File: src/rtl/mem_mgr_pkg.sv
// Shared definitions for the memory-manager NoC response path:
// NoC message codes, encoder state encoding and reply-header field positions.
// The header helper packs
// {3'b000, hl, code, 7'h00, offset[11:0], dst_xy[5:0]} into one 32-bit word.
package mem_mgr_pkg;

  localparam logic [2:0] NOC_MACK   = 3'd1;
  localparam logic [2:0] NOC_MDATA  = 3'd2;
  localparam logic [2:0] NOC_MPUT   = 3'd4;
  localparam logic [2:0] NOC_MGET   = 3'd5;
  localparam logic [2:0] NOC_MLOAD  = 3'd6;
  localparam logic [2:0] NOC_MSTORE = 3'd7;

  typedef enum logic [2:0] {
    ST_IDLE,
    ST_HDR,
    ST_ADDR,
    ST_DATA,
    ST_ACK
  } enc_state_e;

  localparam int HDR_XY_LSB   = 0;
  localparam int HDR_XY_W     = 6;
  localparam int HDR_OFF_LSB  = 6;
  localparam int HDR_OFF_W    = 12;
  localparam int HDR_CODE_LSB = 25;
  localparam int HDR_HL_BIT   = 28;

  function automatic logic [31:0] build_hdr(input logic                 hl,
                                            input logic [2:0]           code,
                                            input logic [HDR_OFF_W-1:0] offset,
                                            input logic [HDR_XY_W-1:0]  xy);
    logic [31:0] hdr;
    hdr                              = '0;
    hdr[HDR_HL_BIT]                  = hl;
    hdr[HDR_CODE_LSB +: 3]           = code;
    hdr[HDR_OFF_LSB +: HDR_OFF_W]    = offset;
    hdr[HDR_XY_LSB +: HDR_XY_W]      = xy;
    return hdr;
  endfunction

endpackage

File: src/rtl/mem_mgr_resp_fifo.sv
// Synchronous FIFO buffering cache read responses until the encoder drains
// them.  Pointers carry one extra wrap bit to tell full from empty.
// Ports: clk/rst (sync, active-high), push/wdata, pop/rdata (head, show-ahead),
// full, empty.  Push is ignored when full, pop is ignored when empty.
module mem_mgr_resp_fifo #(
  parameter int WIDTH = 32,
  parameter int DEPTH = 8
) (
  input  logic             clk,
  input  logic             rst,
  input  logic             push,
  input  logic [WIDTH-1:0] wdata,
  input  logic             pop,
  output logic [WIDTH-1:0] rdata,
  output logic             full,
  output logic             empty
);

  localparam int AW = $clog2(DEPTH);
  localparam logic [AW:0] PTR_ONE = {{AW{1'b0}}, 1'b1};

  logic [AW:0]      wr_q, wr_d, rd_q, rd_d;
  logic [WIDTH-1:0] mem_q [DEPTH];
  logic [WIDTH-1:0] mem_d [DEPTH];

  assign empty = (wr_q == rd_q);
  assign full  = (wr_q[AW] != rd_q[AW]) && (wr_q[AW-1:0] == rd_q[AW-1:0]);
  assign rdata = mem_q[rd_q[AW-1:0]];

  always_comb begin
    mem_d = mem_q;
    wr_d  = wr_q;
    rd_d  = rd_q;
    if (push && !full) begin
      mem_d[wr_q[AW-1:0]] = wdata;
      wr_d                = wr_q + PTR_ONE;
    end
    if (pop && !empty) begin
      rd_d = rd_q + PTR_ONE;
    end
  end

  always_ff @(posedge clk) begin
    if (rst) begin
      wr_q <= '0;
      rd_q <= '0;
    end else begin
      wr_q <= wr_d;
      rd_q <= rd_d;
    end
  end

  // Storage needs no reset: flushing the pointers empties the FIFO.
  always_ff @(posedge clk) begin
    mem_q <= mem_d;
  end

endmodule

File: src/rtl/mem_mgr_noc_encoder.sv
// Reply encoder of the DRAM-tile memory manager.  Turns decoded request
// descriptors into NoC reply packets on an AXI-Stream master:
// MDATA for MLOAD/MGET, MACK for MSTORE, nothing for MPUT.  Cache read data
// is buffered in mem_mgr_resp_fifo so stream back-pressure never stalls
// the cache.
// Ports: clk_ctrl / clk_ctrl_rst_high (sync, active-high); cmd_* descriptor
// handshake; cpu_resp_* cache data input; stream_out_* AXI-Stream master;
// err_id sticky ID-mismatch flag.
// Optional build macro MEM_MGR_ENC_ID_CHECK_EN: stores the descriptor ID,
// widens the FIFO with cpu_resp_id and flags mismatches on err_id.  Without
// it err_id is tied 0.
//
// state   | meaning
// IDLE    | waiting for a descriptor (cmd_ready=1)
// HDR     | driving the reply header word
// ADDR    | driving the return address (long replies)
// DATA    | forwarding FIFO words, TLAST on the final one
// ACK     | driving the zero MACK payload with TLAST
module mem_mgr_noc_encoder
  import mem_mgr_pkg::*;
#(
  parameter int S_AXI_ID_SZ     = 11,
  parameter int LEN_SZ          = 16,
  parameter int OFFSET_SZ       = 12,
  parameter int XY_SZ           = 6,
  parameter int RESP_FIFO_DEPTH = 8
) (
  input  logic                   clk_ctrl,
  input  logic                   clk_ctrl_rst_high,
  input  logic                   cmd_valid,
  output logic                   cmd_ready,
  input  logic [2:0]             cmd_code,
  input  logic                   cmd_hl,
  input  logic [XY_SZ-1:0]       cmd_src_xy,
  input  logic [OFFSET_SZ-1:0]   cmd_offset,
  input  logic [31:0]            cmd_ret_addr,
  input  logic [LEN_SZ-1:0]      cmd_len,
  input  logic [S_AXI_ID_SZ-1:0] cmd_id,
  input  logic                   cpu_resp_valid,
  input  logic [31:0]            cpu_resp_data,
  input  logic [S_AXI_ID_SZ-1:0] cpu_resp_id,
  output logic                   cpu_resp_ready,
  output logic                   stream_out_TVALID,
  output logic [31:0]            stream_out_TDATA,
  output logic [3:0]             stream_out_TKEEP,
  output logic                   stream_out_TLAST,
  input  logic                   stream_out_TREADY,
  output logic                   err_id
);

`ifdef MEM_MGR_ENC_ID_CHECK_EN
  localparam int FIFO_W = 32 + S_AXI_ID_SZ;
`else
  localparam int FIFO_W = 32;
`endif
  localparam logic [LEN_SZ-1:0] LEN_ONE = {{(LEN_SZ-1){1'b0}}, 1'b1};

  enc_state_e           state_q, state_d;
  logic                 hl_q, hl_d;
  logic [2:0]           code_q, code_d;
  logic [XY_SZ-1:0]     xy_q, xy_d;
  logic [OFFSET_SZ-1:0] off_q, off_d;
  logic [31:0]          addr_q, addr_d;
  logic [LEN_SZ-1:0]    cnt_q, cnt_d;

  logic [FIFO_W-1:0]    fifo_wdata, fifo_rdata;
  logic                 fifo_full, fifo_empty, fifo_push, fifo_pop;

  // Held low during reset so every output except cmd_ready reads 0.
  assign cpu_resp_ready = !fifo_full && !clk_ctrl_rst_high;
  assign fifo_push      = cpu_resp_valid && cpu_resp_ready;

`ifdef MEM_MGR_ENC_ID_CHECK_EN
  assign fifo_wdata = {cpu_resp_id, cpu_resp_data};
`else
  assign fifo_wdata = cpu_resp_data;
`endif

  mem_mgr_resp_fifo #(
    .WIDTH (FIFO_W),
    .DEPTH (RESP_FIFO_DEPTH)
  ) u_resp_fifo (
    .clk   (clk_ctrl),
    .rst   (clk_ctrl_rst_high),
    .push  (fifo_push),
    .wdata (fifo_wdata),
    .pop   (fifo_pop),
    .rdata (fifo_rdata),
    .full  (fifo_full),
    .empty (fifo_empty)
  );

  always_comb begin
    state_d           = state_q;
    hl_d              = hl_q;
    code_d            = code_q;
    xy_d              = xy_q;
    off_d             = off_q;
    addr_d            = addr_q;
    cnt_d             = cnt_q;
    cmd_ready         = 1'b0;
    fifo_pop          = 1'b0;
    stream_out_TVALID = 1'b0;
    stream_out_TDATA  = '0;
    stream_out_TLAST  = 1'b0;
    case (state_q)
      ST_IDLE: begin
        cmd_ready = 1'b1;
        if (cmd_valid) begin
          hl_d   = cmd_hl;
          xy_d   = cmd_src_xy;
          off_d  = cmd_offset;
          addr_d = cmd_ret_addr;
          case (cmd_code)
            NOC_MSTORE: begin
              code_d  = NOC_MACK;
              state_d = ST_HDR;
            end
            NOC_MLOAD, NOC_MGET: begin
              code_d  = NOC_MDATA;
              // Short replies carry one word; a zero length means one word.
              cnt_d   = (!cmd_hl || cmd_len == '0) ? LEN_ONE : cmd_len;
              state_d = ST_HDR;
            end
            default: ;  // MPUT and unknown codes produce no reply
          endcase
        end
      end
      ST_HDR: begin
        stream_out_TVALID = 1'b1;
        stream_out_TDATA  = build_hdr(hl_q, code_q, HDR_OFF_W'(off_q), HDR_XY_W'(xy_q));
        if (stream_out_TREADY) begin
          if (hl_q)                  state_d = ST_ADDR;
          else if (code_q == NOC_MACK) state_d = ST_ACK;
          else                       state_d = ST_DATA;
        end
      end
      ST_ADDR: begin
        stream_out_TVALID = 1'b1;
        stream_out_TDATA  = addr_q;
        if (stream_out_TREADY) begin
          state_d = (code_q == NOC_MACK) ? ST_ACK : ST_DATA;
        end
      end
      ST_DATA: begin
        stream_out_TVALID = !fifo_empty;
        stream_out_TDATA  = fifo_rdata[31:0];
        stream_out_TLAST  = (cnt_q == LEN_ONE);
        if (!fifo_empty && stream_out_TREADY) begin
          fifo_pop = 1'b1;
          cnt_d    = (cnt_q != '0) ? cnt_q - LEN_ONE : '0;
          if (cnt_q == LEN_ONE) state_d = ST_IDLE;
        end
      end
      ST_ACK: begin
        stream_out_TVALID = 1'b1;
        stream_out_TLAST  = 1'b1;
        if (stream_out_TREADY) state_d = ST_IDLE;
      end
      default: state_d = ST_IDLE;
    endcase
    stream_out_TKEEP = {4{stream_out_TVALID}};
  end

  always_ff @(posedge clk_ctrl) begin
    if (clk_ctrl_rst_high) begin
      state_q <= ST_IDLE;
      hl_q    <= 1'b0;
      code_q  <= '0;
      xy_q    <= '0;
      off_q   <= '0;
      addr_q  <= '0;
      cnt_q   <= '0;
    end else begin
      state_q <= state_d;
      hl_q    <= hl_d;
      code_q  <= code_d;
      xy_q    <= xy_d;
      off_q   <= off_d;
      addr_q  <= addr_d;
      cnt_q   <= cnt_d;
    end
  end

`ifdef MEM_MGR_ENC_ID_CHECK_EN
  logic [S_AXI_ID_SZ-1:0] id_q, id_d;
  logic                   err_q, err_d;

  always_comb begin
    id_d  = id_q;
    err_d = err_q;
    if (state_q == ST_IDLE && cmd_valid) id_d = cmd_id;
    if (fifo_pop && fifo_rdata[32 +: S_AXI_ID_SZ] != id_q) err_d = 1'b1;
  end

  always_ff @(posedge clk_ctrl) begin
    if (clk_ctrl_rst_high) begin
      id_q  <= '0;
      err_q <= 1'b0;
    end else begin
      id_q  <= id_d;
      err_q <= err_d;
    end
  end

  assign err_id = err_q;
`else
  logic unused_id;
  assign unused_id = ^{cmd_id, cpu_resp_id};
  assign err_id    = 1'b0;
`endif

endmodule

File: config.mk
export PLATFORM = sky130hd
export DESIGN_NAME = mem_mgr_noc_encoder
export DESIGN_NICKNAME = d
export VERILOG_FILES = /design/src/rtl/mem_mgr_pkg.sv /design/src/rtl/mem_mgr_resp_fifo.sv /design/src/rtl/mem_mgr_noc_encoder.sv
export SDC_FILE = /design/constraint.sdc
export NUM_CORES = 1
export LEC_CHECK = 0
export ABC_AREA = 1
export CORE_MARGIN = 2
export CORE_UTILIZATION = 60
export CTS_BUF_LIST = sky130_fd_sc_hd__clkbuf_4
export CTS_CLUSTER_SIZE = 40
export DETAILED_ROUTE_END_ITERATION = 10
export DONT_BUFFER_PORTS = 1
export GPL_ROUTABILITY_DRIVEN = 1
export GPL_TIMING_DRIVEN = 0
export PLACE_DENSITY = 0.79
export SYNTH_ARGS = -nofsm -noshare
export SYNTH_HDL_FRONTEND = slang
export SYNTH_HIERARCHICAL = 1
export SYNTH_SLANG_ARGS = --single-unit
File: constraint.sdc
create_clock -name clk_ctrl -period 5 [get_ports clk_ctrl]
set_clock_uncertainty 0.05 [all_clocks]
set_input_delay 0.5 -clock clk_ctrl [delete_from_list [all_inputs] [get_ports clk_ctrl]]
set_output_delay 0.5 -clock clk_ctrl [all_outputs]
set_load 0.1 [all_outputs]
==> qor.yml <==
grt:
  grt_pass1_wl_um: 63600
  antenna_found_initial: 1
  overflow: 0
  grt_use_total_pct: 33.9
  grt_max_degree: 33
  grt_pass1_vias: 11800
timing:
  fin_crit_ns: 3.83
  worst_slew_pin_slew_ns: 1.41
  relSlewSlack_pct: 8.43
  slew_violations: 0
  hold_viol_final: 0
  setup_viol: 0
  rsz0062_at_grt: "false"
  layout_worst_path_cycle_share_pct: 76.7
  fin_tns_setup_ns: 0
  timing.fmax_mhz: 261
critical_path:
  cp_max_fo: 10
  r2r_slack_ns: 1.17
  r2r-start: "u_resp_fifo/rd_q[0]$_SDFFE_PP0P_"
  crit_arrival_ns: 3.28
  crit_required_ns: 4.45
  cp_common_cell: "nand2_1"
  cpMaxStageDelayCell: "dfxtp_1"
  rr_worst_depth: 11
  endpoint_kind: "primary output"
  crit_chain: "buf_6 -> clkbuf_1 -> nor2_1 -> o22ai_1 -> nand2_1 -> nand2_1 -> nand2_1 -> o221ai_2"
  critical_path.startpoint_type: "flip-flop"
  r2r_end: "u_resp_fifo/mem_q[193]$_DFFE_PP_"
  worstSetupPathType: "reg2out"
  slowest_delay_ns: 0.58
synth:
  synth_cell_type_count: 41
  synth.most_common_cell: "edfxtp_1"
  syn-instance-count: 1411
  yosysTopAreaCell: "edfxtp_1"
  synth-seq-cells: 336
  seq_area_frac_synth_pct: 65.1
  async_flop_share_pct: 0
  synth_common_cells: "256 x edfxtp_1, 227 x nand2_1, 216 x nor2_1"
  syn_nets: 1544
  synth_ff_type: "edfxtp_1"
  synthTopCellsByArea: "edfxtp_1 54%, dfxtp_1 11%, nand2_1 6.0%"
  synth_top_area_share_pct: 53.8
  synth.avg_cell_area_um2: 10.1
  yosys_warnings: 6
  synth-edff-count: 256
  synth_area_mm2: 0.0143
finish:
  layout-drive-gt1-share_pct: 14.2
  syn_to_final_growth_pct: 20.1
  final_area_mm2: 0.0171
  multiInputGateArea_mm2: 0.00438
  fin_cells: 1980
  nets: 1733
  regArea_mm2: 0.00929
  nFillCells: 1483
worst_hold_path:
  hold_depth: 2
  min_to: "addr_q[5]$_SDFFE_PP0P_"
  min_path_type: "in2reg"
  worst_hold_startpoint: "cmd_ret_addr[5]"
route:
  wirelength_um: 41900
  avgRoutedWirePerCell_um: 21.2
  antenna_left: 0
  via_per_inst: 6.07
  route.detailed.drc: 0
  drtIter0Drc: 1808
  firstDrtPassIters: 6
  num_vias: 12000
place:
  gp_congestion: 0.893
  io_buffers: 0
  dp.cells: 1740
  dpl-instance-area_mm2: 0.0151
  dp_hpwl_um: 25700
clocking:
  cts_buffer_depth: 3
  cts_setup_buffers: 0
  cts_buffers: 84
  clkTransAtPathRegs_ns: 0.07
  cts_tree: "done"
  cts_resized: 0
  root_buffer: "clkbuf_4"
  cts.sinks: 336
  worstSkewPairLatency_ns: 0.72
  htree_levels: 3
floorplanning:
  design.die.area_mm2: 0.0250
  start_util_pct: 61.0
  core_area_mm2: 0.0234
  rows: 56
  die_h_um: 158
  dieWidth_um: 158
  io_pins: 170
pwr:
  p_leak_nw: 6.34
  power_w: 0.00822
  power_density_mw_per_mm2: 480
  vdd_ir_drop_max_uv: 647
run_status:
  status: "finished clean"
run:
  cap_violations: 0
-- placed cells by master (no fill, tap or decap), drive strengths merged --
| cell | synthesis | layout |
|---|---|---|
| edfxtp | 256 | 256 |
| nand2 | 230 | 230 |
| nor2 | 220 | 220 |
| o21ai | 209 | 209 |
| clkbuf | 44 | 159 |
| inv | 105 | 109 |
| dlygate4sd3 | 0 | 93 |
| dfxtp | 80 | 80 |
| a21oi | 75 | 75 |
| o22ai | 64 | 64 |
| buf | 42 | 52 |
| nand3 | 32 | 32 |
| clkinv | 2 | 26 |
| o221ai | 19 | 19 |
| nand4 | 10 | 10 |
| xor2 | 5 | 5 |
| ha | 4 | 4 |
| o211ai | 3 | 3 |
| bufinv | 0 | 3 |
| nor3 | 3 | 3 |
| and2 | 2 | 2 |
| diode | 0 | 1 |
| nor3b | 1 | 1 |
| a211oi | 1 | 1 |
| nand3b | 1 | 1 |
| o21bai | 1 | 1 |
| xnor2 | 1 | 1 |
| conb | 1 | 1 |
-- metrics by stage --
stage / setup WS (ns) / utilization (%) / hold slack, ns
final: 1.17 / 73.3 / 0.0546
after global routing: 0.970 / 73.3 / 0.0492
after CTS: 1.20 / 73.2 / 0.00419
after detailed placement: 1.27 / 64.7 / 0.398
after global placement: -0.213 / 62.7 / 0.383
after floorplan: 1.36 / - / 0.375
-- layer usage --
metal  vias to the layer above  global-route usage [%]  part of all wire, %
li1                       5341                       -                    -
met1                      5592                    41.4                   36
met2                       932                    53.1                   46
met3                       162                    12.7                   14
met4                         0                    17.7                  4.4
met5                         -                   0.828                    0
-- worst max-delay path by stage --
stage,start,endpoint,slack [ns],depth (start not counted)
2_1_floorplan,u_resp_fifo/rd_q[0]$_SDFFE_PP0P_,u_resp_fifo/mem_q[128]$_DFFE_PP_,1.36,10
3_3_place_gp,u_resp_fifo/rd_q[0]$_SDFFE_PP0P_,u_resp_fifo/mem_q[146]$_DFFE_PP_,-0.21,10
3_5_place_dp,u_resp_fifo/rd_q[0]$_SDFFE_PP0P_,u_resp_fifo/mem_q[148]$_DFFE_PP_,1.27,11
4_1_cts,u_resp_fifo/rd_q[0]$_SDFFE_PP0P_,u_resp_fifo/mem_q[129]$_DFFE_PP_,1.20,11
5_1_grt,u_resp_fifo/rd_q[0]$_SDFFE_PP0P_,u_resp_fifo/mem_q[193]$_DFFE_PP_,0.97,11
6_report,u_resp_fifo/rd_q[0]$_SDFFE_PP0P_,stream_out_TDATA[17],1.17,8
-- repair_timing --
item / in CTS / in global routing
endpoints found under the hold margin: 317 / 0
hold buffers: 93 / 0
endpoints found under the setup margin: 0 / 0
-- critical path, delay by kind of cell (launching register included) --
family | cells | cell delay [ns]
AND/OR/NAND/NOR | 4 | 0.54
flip-flops | 1 | 0.58
AO/OA/AOI/OAI | 2 | 0.69
buffers and inverters | 2 | 0.75
-- sequential cells by signal (all words and copies together), names as in the netlist --
name / flops
addr_q: 32
cnt_q: 16
code_q: 2
hl_q: 1
off_q: 12
state_q: 3
u_resp_fifo/mem_q: 256
u_resp_fifo/rd_q: 4
u_resp_fifo/wr_q: 4
xy_q: 6
-- cells by family after synthesis --
logic type                 share of synthesized area, %
other                                            0.0263
and+or+nand+nor                                    14.1
DFF                                                65.1
AOI/OAI and AO/OA                                  14.3
buffers and inverters                              5.77
xor gates and xnor gates                          0.368
adders and majority gates                         0.351
-- where the power goes --
group	switching (W)	internal, W
clock network	0.00110	0.00122
registers	0.000109	0.00320
logic	0.00202	0.000572
total	0.00323	0.00499
-- cell type report --
cell class / instances / area share (%)
buffer: 86 / 2.45
multi-input combinational: 882 / 25.6
tap: 319 / 2.33
antenna: 1 / 0.0146
clock buffer: 115 / 5.04
inverter: 107 / 2.36
clock inverter: 31 / 1.18
timing repair buffer: 103 / 6.87
sequential: 336 / 54.2
(Power assumes the default switching activity.)
